File: src/rtl/boot_rom_loader.sv
// Copies LOAD_WORDS words from an instruction ROM into instruction memory.
// The core is held in stall until the image is resident, and a running checksum is kept.
module boot_rom_loader #(
  parameter int LOAD_WORDS = 1024,
  parameter int AUTO_START = 1
) (
  input  logic        clk,
  input  logic        sync_rst,
  input  logic        clk_en,
  output logic [9:0]  RomAddress,
  input  logic [15:0] RomValue,
  output logic        MemWriteEn,
  output logic [9:0]  MemWriteAddr,
  output logic [15:0] MemWriteData,
  input  logic        MemWriteReady,
  input  logic        ReloadReq,
  output logic        CoreHold,
  output logic        LoadDone,
  output logic [15:0] Checksum
);

  localparam logic [9:0] LAST_WORD = 10'(LOAD_WORDS - 1);

  typedef enum logic [1:0] {
    S_IDLE = 2'd0,
    S_COPY = 2'd1,
    S_DONE = 2'd2
  } state_t;

  state_t      state_q, state_d;
  logic [9:0]  count_q, count_d;
  logic [15:0] checksum_q, checksum_d;

  always_ff @(posedge clk) begin
    if (sync_rst) begin
      state_q    <= S_IDLE;
      count_q    <= 10'd0;
      checksum_q <= 16'd0;
    end else if (clk_en) begin
      state_q    <= state_d;
      count_q    <= count_d;
      checksum_q <= checksum_d;
    end
  end

  always_comb begin
    state_d      = state_q;
    count_d      = count_q;
    checksum_d   = checksum_q;
    RomAddress   = 10'd0;
    MemWriteEn   = 1'b0;
    MemWriteAddr = 10'd0;
    MemWriteData = 16'd0;
    CoreHold     = 1'b1;
    LoadDone     = 1'b0;

    case (state_q)
      S_IDLE: begin
        if (clk_en && ((AUTO_START != 0) || ReloadReq)) begin
          state_d    = S_COPY;
          count_d    = 10'd0;
          checksum_d = 16'd0;
        end
      end

      S_COPY: begin
        // Address and data come straight from the counter, so a stalled write holds them stable.
        RomAddress   = count_q;
        MemWriteAddr = count_q;
        MemWriteData = RomValue;
        MemWriteEn   = clk_en;
        if (clk_en && MemWriteReady) begin
          checksum_d = checksum_q + RomValue;
          if (count_q == LAST_WORD) begin
            state_d = S_DONE;
            count_d = 10'd0;
          end else begin
            count_d = count_q + 10'd1;
          end
        end
      end

      S_DONE: begin
        CoreHold = 1'b0;
        LoadDone = 1'b1;
        if (clk_en && ReloadReq) begin
          state_d    = S_COPY;
          count_d    = 10'd0;
          checksum_d = 16'd0;
        end
      end

      default: begin
        state_d = S_IDLE;
      end
    endcase
  end

  assign Checksum = checksum_q;

endmodule

File: config.mk
export PLATFORM = sky130hd
export DESIGN_NAME = boot_rom_loader
export DESIGN_NICKNAME = d
export VERILOG_FILES = /design/src/rtl/boot_rom_loader.sv
export SDC_FILE = /design/constraint.sdc
export NUM_CORES = 1
export LEC_CHECK = 0
export CAP_MARGIN = 30
export CORE_MARGIN = 4
export CORE_UTILIZATION = 45
export CTS_CLUSTER_SIZE = 25
export DETAILED_ROUTE_END_ITERATION = 6
export PLACE_DENSITY = 0.92
export SYNTH_ARGS = -nofsm -noshare
export SYNTH_HDL_FRONTEND = slang
export SYNTH_SLANG_ARGS = --single-unit
File: constraint.sdc
create_clock -name clk -period 5.7 [get_ports clk]
set_input_delay 1.14 -clock clk [delete_from_list [all_inputs] [get_ports clk]]
set_output_delay 1.14 -clock clk [all_outputs]
set_load 0.01 [all_outputs]
Word level (Yosys, flattened, before mapping)
Cells that the tools add are included.
{"block": "totals", "inputBits": 21, "elab_cells": 33, "out_inout_bits": 55, "ff_bits": 28}
{"block": "classes", "n_eq_ne": 6, "reduce_logical": 6, "mux": 16, "n_addsub": 2}
{"op": "16-bit 2-to-1 mux", "count": 3}
{"op": "16-bit case mux with 3 select lines", "count": 1}
{"op": "10-bit 2-to-1 mux", "count": 4}
{"op": "10-bit case mux with 3 select lines", "count": 1}
{"op": "16-bit adder", "count": 1}
{"op": "10-bit by 1-bit adder with 10-bit output, second input constant", "count": 1}
{"op": "10-bit equality test, second input constant", "count": 1}
{"op": "4-bit AND reduction", "count": 2}
{"op": "2-bit 2-to-1 mux", "count": 3}
{"op": "2-bit != test, second input constant", "count": 3}
{"op": "2-bit case mux with 3 select lines", "count": 1}
{"op": "1-bit 2-to-1 mux", "count": 3}
{"op": "3-bit nonzero test", "count": 1}
{"op": "2-bit by 1-bit equality test with 1-bit output, second input constant", "count": 1}
{"op": "2-bit equality test, second input constant", "count": 1}
{"op": "1-bit logical AND", "count": 2}
{"op": "2-bit logical NOT", "count": 1}

Logic depth before layout (Yosys ltp)
Gate-level depths: netlist of the first run.
{"block": "logic_depth", "depth_word": 4, "mapped_depth": 10}

Worst setup path before layout of the first run
No wires, ideal clock.
{"block": "synth_timing", "kind": "input -> register", "from": "input port RomValue[0]", "to": "register checksum_q[14], in the netlist Checksum[14]", "path_stages": 10, "n_path_buf": 0, "setup_slack_ps": 2780, "arrival_ps": 2797, "cell_sequence": "ha_1 > inv_1 > fa_1 > nor2b_1 > o211ai_1 > a21boi_1 > o21ai_2 > o31ai_1 > mux2i_1 > nand3_1"}
{"block": "synth_between", "elab_chain_cells": 3}
{"item": "start: declaration", "line_no": "11", "text": "input logic [15:0] RomValue,"}
{"item": "16-bit adder", "line_no": "73", "text": "checksum_d = checksum_q + RomValue;"}
{"item": "16-bit 2-to-1 mux", "line_no": "72", "text": "if (clk_en && MemWriteReady) begin"}
{"item": "16-bit case mux with 3 select lines", "line_no": "57", "text": "case (state_q)"}
{"item": "end signal: assignment", "line_no": "42", "text": "checksum_q <= checksum_d;"}
{"item": "end: declaration", "line_no": "32", "text": "logic [15:0] checksum_q, checksum_d;"}
No other way between the ends. The select of a mux whose other input is x is not followed.
A chain may end at the register's enable or synchronous reset.

Worst setup path after layout of the first run
{"block": "layout_timing", "from": "register state_q[0]", "to": "output port MemWriteData[8]"}
{"block": "layout_between", "elab_chain_cells": 2}
{"item": "start: declaration", "line_no": "30", "text": "state_t state_q, state_d;"}
{"item": "start signal: assignment", "line_no": "40", "text": "state_q <= state_d;"}
{"item": "2-bit by 1-bit equality test with 1-bit output", "line_no": "57"}
{"item": "16-bit 2-to-1 mux", "line_no": "57"}
{"item": "end: declaration", "line_no": "14", "text": "output logic [15:0] MemWriteData,"}
No other way between the ends.

==> flow_metrics.env, run 1 <==
export IMPL_mappedNetlistArea_mm2=0.00210
export IMPL_power_density_cell_area_mw_per_mm2=166
export IMPL_crit_required_ns=4.56
export IMPL_p_leak_uw=0.00113
export IMPL_synth_common_cells="sky130_fd_sc_hd__and2_1 (29), sky130_fd_sc_hd__dfxtp_1 (28), sky130_fd_sc_hd__nor2_1 (22), sky130_fd_sc_hd__nand2_1 (19), sky130_fd_sc_hd__ha_1 (16)"
export IMPL_post_route_cells_drive_above_1_share_pct=3.69
export IMPL_drt_pass1_iter_count=4
export IMPL_port_buffers=75
export IMPL_starting_utilization_of_the_core_area_pct=47.3
export IMPL_share_of_the_core_filled_with_cells_in_the_final_layout_pct=64.9
export IMPL_first_iter_violations=132
export IMPL_timing_critical_path_arrival_ns=2.48
export IMPL_synth_yosys_seq_area_share_pct=26.7
export IMPL_grt_start_max_net_pins=20
export IMPL_synthFlopType="sky130_fd_sc_hd__dfxtp_1"
export IMPL_cell_internal_pwr_uw=352
export IMPL_synth_most_common_cell="sky130_fd_sc_hd__and2_1"
export IMPL_vias_per_cell=5.62
export IMPL_pwr_share_seq_pct=42.7
export IMPL_whs_ns=0.475
export IMPL_fmaxAchievable_mhz=276
export IMPL_overall_routing_resource_usage_pct=18.4
export IMPL_antenna_found_initial=0
export IMPL_grt_pass1_vias=2059
export IMPL_cts_root_buf="sky130_fd_sc_hd__clkbuf_8"
export IMPL_tritoncts_num_buffers=3
export IMPL_final_cells=377
export IMPL_design_die_area_mm2=0.00583
export IMPL_ctsResizeCount=0
export IMPL_mappedNetlistNets=302
export IMPL_final_setup_worst_slack_ns=2.08
export IMPL_total_switching_power_uw=127
export IMPL_final_period_utilization_pct=63.6
export IMPL_slew_headroom_pct=38.5
export IMPL_avgRoutedWirePerCell_um=14.3
export IMPL_synth_enable_flop_cells=0
export IMPL_core_area_mm2=0.00444
export IMPL_netlist_cell_type_count=45
export IMPL_number_of_hold_violations_in_the_final_report=0
export IMPL_shortest_clock_period_the_worst_path_allows_after_layout_ns=3.62
export IMPL_power_ir_vdd_worst_mv=0.107
export IMPL_worst_setup_path_end_kind="output port"
export IMPL_rows=24
export IMPL_finalSetupViolations=0
export IMPL_place_inst=373
export IMPL_clock_power_share_pct=33.5
export IMPL_yosysWarnings=0
export IMPL_post_route_drc_count=0
export IMPL_clock_sink_count=28
export IMPL_fin_worst_skew_ns=0.00410
export IMPL_ys_async_sr_fraction_pct=0
export IMPL_synth_top_cell_area_share_pct=26.7
export IMPL_final_replace_weighted_congestion=0.889
export IMPL_switching_share_pct=26.5
export IMPL_cts_tree="yes"
export IMPL_cts_hold_buf=0
export IMPL_io_pin_count=76
export IMPL_unrepaired_setup_endpoints_after_global_routing="no"
export IMPL_placement_setup_worst_slack_ns=2.06
export IMPL_cap_violations=0
export IMPL_nFillCells=381
export IMPL_place_detailed_hpwl_mm=4.19
export IMPL_timing_max_transition_violations_final=0
export IMPL_synth_ff_latch_count=28
export IMPL_cts_reportedPaths_clkPinSlew_ns=0.10
export IMPL_post_synth_top_area_cell="sky130_fd_sc_hd__dfxtp_1"
export IMPL_timing_setup_tns_ns=0
export IMPL_crit_type="flip-flop to output port"
export IMPL_synth_to_final_area_change_pct=37.3
export IMPL_min_delay_path_class="flip-flop to flip-flop"
export IMPL_synthesis_instances=264
export IMPL_total_via_count_in_the_routed_design=2117
export IMPL_cts_max_level=1
export IMPL_ctsLongestPathBuffers=2
export IMPL_postCtsSetupBuffers=0
export IMPL_path_max_fanout=19
export IMPL_worstSkewPairLatency_ns=0.28
export IMPL_die_height_um=76.3
export IMPL_global_route_overflow_total=0
export IMPL_yosys_top_cells_area="sky130_fd_sc_hd__dfxtp_1 (27%), sky130_fd_sc_hd__ha_1 (9.5%), sky130_fd_sc_hd__and2_1 (8.6%)"
export IMPL_postSynthAreaPerCell_um2=7.96
export IMPL_layout_nets=364
export IMPL_timing_worst_slew_pin_value_ns=0.920
export IMPL_pwr_share_comb_pct=23.8
export IMPL_drt_wl_total_mm=5.41
export IMPL_outcome="complete, no violations"
export IMPL_n_antenna_cell=0
export IMPL_grt_first_pass_wirelength_mm=9.10
export IMPL_die_width_um=76.3
export IMPL_postRouteAntennaNets=0
export IMPL_cp_start_kind="flip-flop"
metrics by stage:
stage	power [µW]	instance area, µm²
global route	497	2880
finish	479	2880
CTS	479	2880
floorplan	272	2100
global placement	319	2810
detailed placement	322	2810
path summary, 6_finish.rpt:
kind	startpoint	end	slack (ns)	cells past startpoint
setup / recovery	state_q[0]	MemWriteData[8]	2.08	4
hold / removal	Checksum[13]	Checksum[13]	0.48	2
setup reg to reg	state_q[0]	Checksum[14]	3.21	6
hold reg to reg	Checksum[13]	Checksum[13]	0.48	2
area by class of cell:
type | instances | area, µm² | area share (%)
clock buffer | 3 | 41.3 | 1.43
inverter | 11 | 41.3 | 1.43
sequential | 28 | 561 | 19.4
tap | 52 | 65.1 | 2.26
multi-input combinational | 206 | 1390 | 48.1
timing repair buffer | 76 | 758 | 26.3
clock inverter | 1 | 30.0 | 1.04
registers in the layout (all words and copies together), names as in the netlist:
signal	count
Checksum	16
count_q	10
state_q	2
cell usage in the layout, fill, tap and decap left out, types with 2 or more instances in the layout:
master	netlist	final
sky130_fd_sc_hd__and3_1	2	2
sky130_fd_sc_hd__o211ai_1	3	3
sky130_fd_sc_hd__o21a_1	2	2
sky130_fd_sc_hd__nand2b_1	2	2
sky130_fd_sc_hd__o21ai_2	2	2
sky130_fd_sc_hd__and2_1	29	29
sky130_fd_sc_hd__nor2_1	22	22
sky130_fd_sc_hd__dfxtp_1	28	28
sky130_fd_sc_hd__nand4_1	4	4
sky130_fd_sc_hd__clkdlybuf4s50_1	0	75
sky130_fd_sc_hd__a21oi_1	13	13
sky130_fd_sc_hd__a32o_1	2	2
sky130_fd_sc_hd__o21ai_0	7	7
sky130_fd_sc_hd__clkbuf_8	0	3
sky130_fd_sc_hd__inv_1	11	11
sky130_fd_sc_hd__nand3_1	10	10
sky130_fd_sc_hd__a21o_1	8	8
sky130_fd_sc_hd__or3_1	4	4
sky130_fd_sc_hd__nand2_1	19	19
sky130_fd_sc_hd__nor3b_1	3	3
sky130_fd_sc_hd__o21ai_1	7	7
sky130_fd_sc_hd__xnor2_1	11	11
sky130_fd_sc_hd__nor2b_1	6	6
sky130_fd_sc_hd__ha_1	16	16
sky130_fd_sc_hd__xor2_1	6	6
sky130_fd_sc_hd__a22oi_1	6	6
sky130_fd_sc_hd__a21boi_1	2	2
sky130_fd_sc_hd__nor3_1	4	4
per-layer routing:
layer	wire, µm	up-vias	track usage [%]
li1	-	1041	-
met1	2300	979	21.6
met2	2610	85	33.4
met3	397	12	3.19
met4	104	0	6.34
met5	0	-	0
worst max-delay path, stage by stage, from the launching register on:
cell                              delay (ns)
sky130_fd_sc_hd__dfxtp_1                0.41
sky130_fd_sc_hd__nor2b_1                0.76
sky130_fd_sc_hd__buf_4                  0.33
sky130_fd_sc_hd__and2_1                 0.15
sky130_fd_sc_hd__clkdlybuf4s50_1        0.55
power groups by stage:
stage / registers, µW / logic [µW] / clock network (µW)
floorplan: 210 / 62.7 / 0
global placement: 209 / 110 / 0
detailed placement: 209 / 113 / 0
CTS: 205 / 114 / 160
global route: 206 / 124 / 167
finish: 205 / 114 / 161
cell families after synthesis:
| logic type | synth area share, % |
|---|---|
| AND/OR/NAND/NOR | 26.6 |
| AO/OA/AOI/OAI | 21.4 |
| buffers and inverters | 7.27 |
| flip-flops | 26.7 |
| XOR/XNOR | 7.09 |
| adder cells (fa/ha/maj) | 10.5 |
| multiplexers | 0.476 |
(Power assumes the default switching activity.)
==> inputs of run 2 (changes only) <==
Clock period 5.7 ns to 3.77 ns, I/O delays scaled along.
==> flow_metrics.env, run 2 (synthesis results as in run 1) <==
export IMPL_outcome="complete, no violations"
export IMPL_p_leak_uw=0.00114
export IMPL_core_area_mm2=0.00444
export IMPL_postCtsSetupBuffers=0
export IMPL_drt_pass1_iter_count=4
export IMPL_total_via_count_in_the_routed_design=2120
export IMPL_shortest_clock_period_the_worst_path_allows_after_layout_ns=2.96
export IMPL_number_of_hold_violations_in_the_final_report=0
export IMPL_switching_share_pct=26.6
export IMPL_crit_type="input port to flip-flop"
export IMPL_cp_buffers_inverters=2
export IMPL_cap_violations=0
export IMPL_crit_required_ns=3.94
export IMPL_grt_first_pass_wirelength_mm=9.11
export IMPL_timing_rr_end="Checksum[14]"
export IMPL_critical_path_max_stage_delay_ns=0.48
export IMPL_grt_start_max_net_pins=21
export IMPL_port_buffers=75
export IMPL_synth_to_final_area_change_pct=37.6
export IMPL_total_switching_power_uw=194
export IMPL_cell_internal_pwr_uw=534
export IMPL_timing_setup_tns_ns=0
export IMPL_layout_commonest_cell="sky130_fd_sc_hd__clkdlybuf4s50_1"
export IMPL_timing_max_transition_violations_final=0
export IMPL_post_route_cells_drive_above_1_share_pct=3.99
export IMPL_die_height_um=76.3
export IMPL_critPathTopFamily="compound AO/OA/AOI/OAI gates"
export IMPL_design_die_area_mm2=0.00583
export IMPL_ctsResizeCount=0
export IMPL_layout_nets=365
export IMPL_power_ir_vdd_worst_mv=0.151
export IMPL_rows=24
export IMPL_startpoint="RomValue[0]"
export IMPL_power_density_cell_area_mw_per_mm2=252
export IMPL_clock_power_share_pct=33.8
export IMPL_critical_path_cell_chain="clkdlybuf4s50_1 -> ha_1 -> inv_1 -> fa_1 -> nor2b_1 -> o211ai_1 -> a21boi_1 -> o21ai_2 -> o31ai_1 -> mux2i_1 -> nand3_1"
export IMPL_final_replace_weighted_congestion=0.898
export IMPL_nFillCells=384
export IMPL_pwr_share_seq_pct=42.5
export IMPL_final_cell_mix="sky130_fd_sc_hd__clkdlybuf4s50_1 (75), sky130_fd_sc_hd__and2_1 (29), sky130_fd_sc_hd__dfxtp_1 (28), sky130_fd_sc_hd__nor2_1 (22), sky130_fd_sc_hd__nand2_1 (19)"
export IMPL_min_delay_path_class="flip-flop to flip-flop"
export IMPL_slew_headroom_pct=60.7
export IMPL_avgRoutedWirePerCell_um=14.5
export IMPL_multiInputGateArea_mm2=0.00139
export IMPL_setup_reg_to_reg_worst_slack_ns=1.39
export IMPL_fin_area_mm2=0.00289
export IMPL_timing_worst_slew_pin_value_ns=0.587
export IMPL_io_pin_count=76
export IMPL_grt_pass1_vias=1987
export IMPL_cts_hold_buf=0
export IMPL_starting_utilization_of_the_core_area_pct=47.3
export IMPL_cts_tree="yes"
export IMPL_fin_worst_skew_ns=0.00360
export IMPL_fmaxAchievable_mhz=338
export IMPL_final_seq_area_um2=561
export IMPL_finalSetupViolations=0
export IMPL_unrepaired_setup_endpoints_after_global_routing="no"
export IMPL_r2r_start="Checksum[0]"
export IMPL_ctsLongestPathBuffers=2
export IMPL_post_route_drc_count=0
export IMPL_n_antenna_cell=0
export IMPL_timing_critical_path_arrival_ns=3.14
export IMPL_vias_per_cell=5.61
export IMPL_drt_wl_total_mm=5.49
export IMPL_placedInstanceArea_mm2=0.00282
export IMPL_die_width_um=76.3
export IMPL_cp_start_kind="input port"
export IMPL_global_route_overflow_total=0
export IMPL_cts_root_buf="sky130_fd_sc_hd__clkbuf_8"
export IMPL_cts_max_level=1
export IMPL_place_detailed_hpwl_mm=4.28
export IMPL_final_period_utilization_pct=78.6
export IMPL_tritoncts_num_buffers=3
export IMPL_overall_routing_resource_usage_pct=18.5
export IMPL_path_max_fanout=5
export IMPL_hold_path_end="Checksum[10]"
export IMPL_cts_reportedPaths_clkPinSlew_ns=0.10
export IMPL_largest_reg_flops=16
export IMPL_worstSkewPairLatency_ns=0.28
export IMPL_min_delay_start="Checksum[10]"
export IMPL_worst_r2r_path_depth=10
export IMPL_first_iter_violations=139
export IMPL_postRouteAntennaNets=0
export IMPL_pwr_share_comb_pct=23.7
export IMPL_worst_path_max_delay_cell="sky130_fd_sc_hd__clkdlybuf4s50_1"
export IMPL_antenna_found_initial=0
export IMPL_worst_setup_path_end_kind="flip-flop"
export IMPL_worstHoldPathCells=2
export IMPL_clock_sink_count=28
## run 2: changes by cell type in the layout (fill, tap and decap cells not counted), sizes merged
cell / before / now
buf: 1 / 2
## run 2: layout make-up
type | instances | share of cell area, %
clock inverter | 1 | 1.04
sequential | 28 | 19.4
multi-input combinational | 206 | 48.0
tap | 52 | 2.25
clock buffer | 3 | 1.43
timing repair buffer | 77 | 26.5
inverter | 11 | 1.43
## run 2: worst max path at each step
stage	endpoint	slack (ns)	cells past startpoint
2_1_floorplan	Checksum[14]	1.24	10
3_3_place_gp	Checksum[14]	0.64	11
3_5_place_dp	Checksum[14]	0.54	11
4_1_cts	Checksum[14]	0.83	11
5_1_grt	Checksum[14]	0.60	11
6_report	Checksum[14]	0.81	11
## run 2: stage by stage
stage | setup WS, ns | hold WS (ns) | total power, µW | utilization, % | std cells
final | 0.807 | 0.481 | 728 | 65.1 | 378
after global routing | 0.604 | 0.513 | 757 | 65.1 | 378
after CTS | 0.826 | 0.484 | 728 | 65.1 | 378
after detailed placement | 0.542 | 0.467 | 488 | 63.5 | 374
after global placement | 0.635 | 0.457 | 483 | 63.5 | 374
after floorplan | 1.24 | 0.462 | 412 | - | 264
## run 2: power by group through the flow
stage                     Combinational (µW)  Sequential [µW]  Clock, µW
after floorplan                         94.8              317          0
after global placement                   167              316          0
after detailed placement                 172              316          0
after CTS                                173              310        246
after global routing                     187              311        259
final                                    173              309        246
## run 2: tightest hold or removal path: stages (launching register included)
cell and delay (ns):
sky130_fd_sc_hd__dfxtp_1 0.34, sky130_fd_sc_hd__nand2_1 0.06, sky130_fd_sc_hd__o21ai_1 0.05
## run 2: layer usage
| layer | vias up | share of wire [%] | track usage [%] |
|---|---|---|---|
| met3 | 7 | 6.3 | 2.96 |
| li1 | 1044 | - | - |
| met4 | 0 | 1.1 | 5.07 |
| met1 | 989 | 43 | 22.4 |
| met2 | 80 | 49 | 33.5 |
| met5 | - | 0 | 0 |
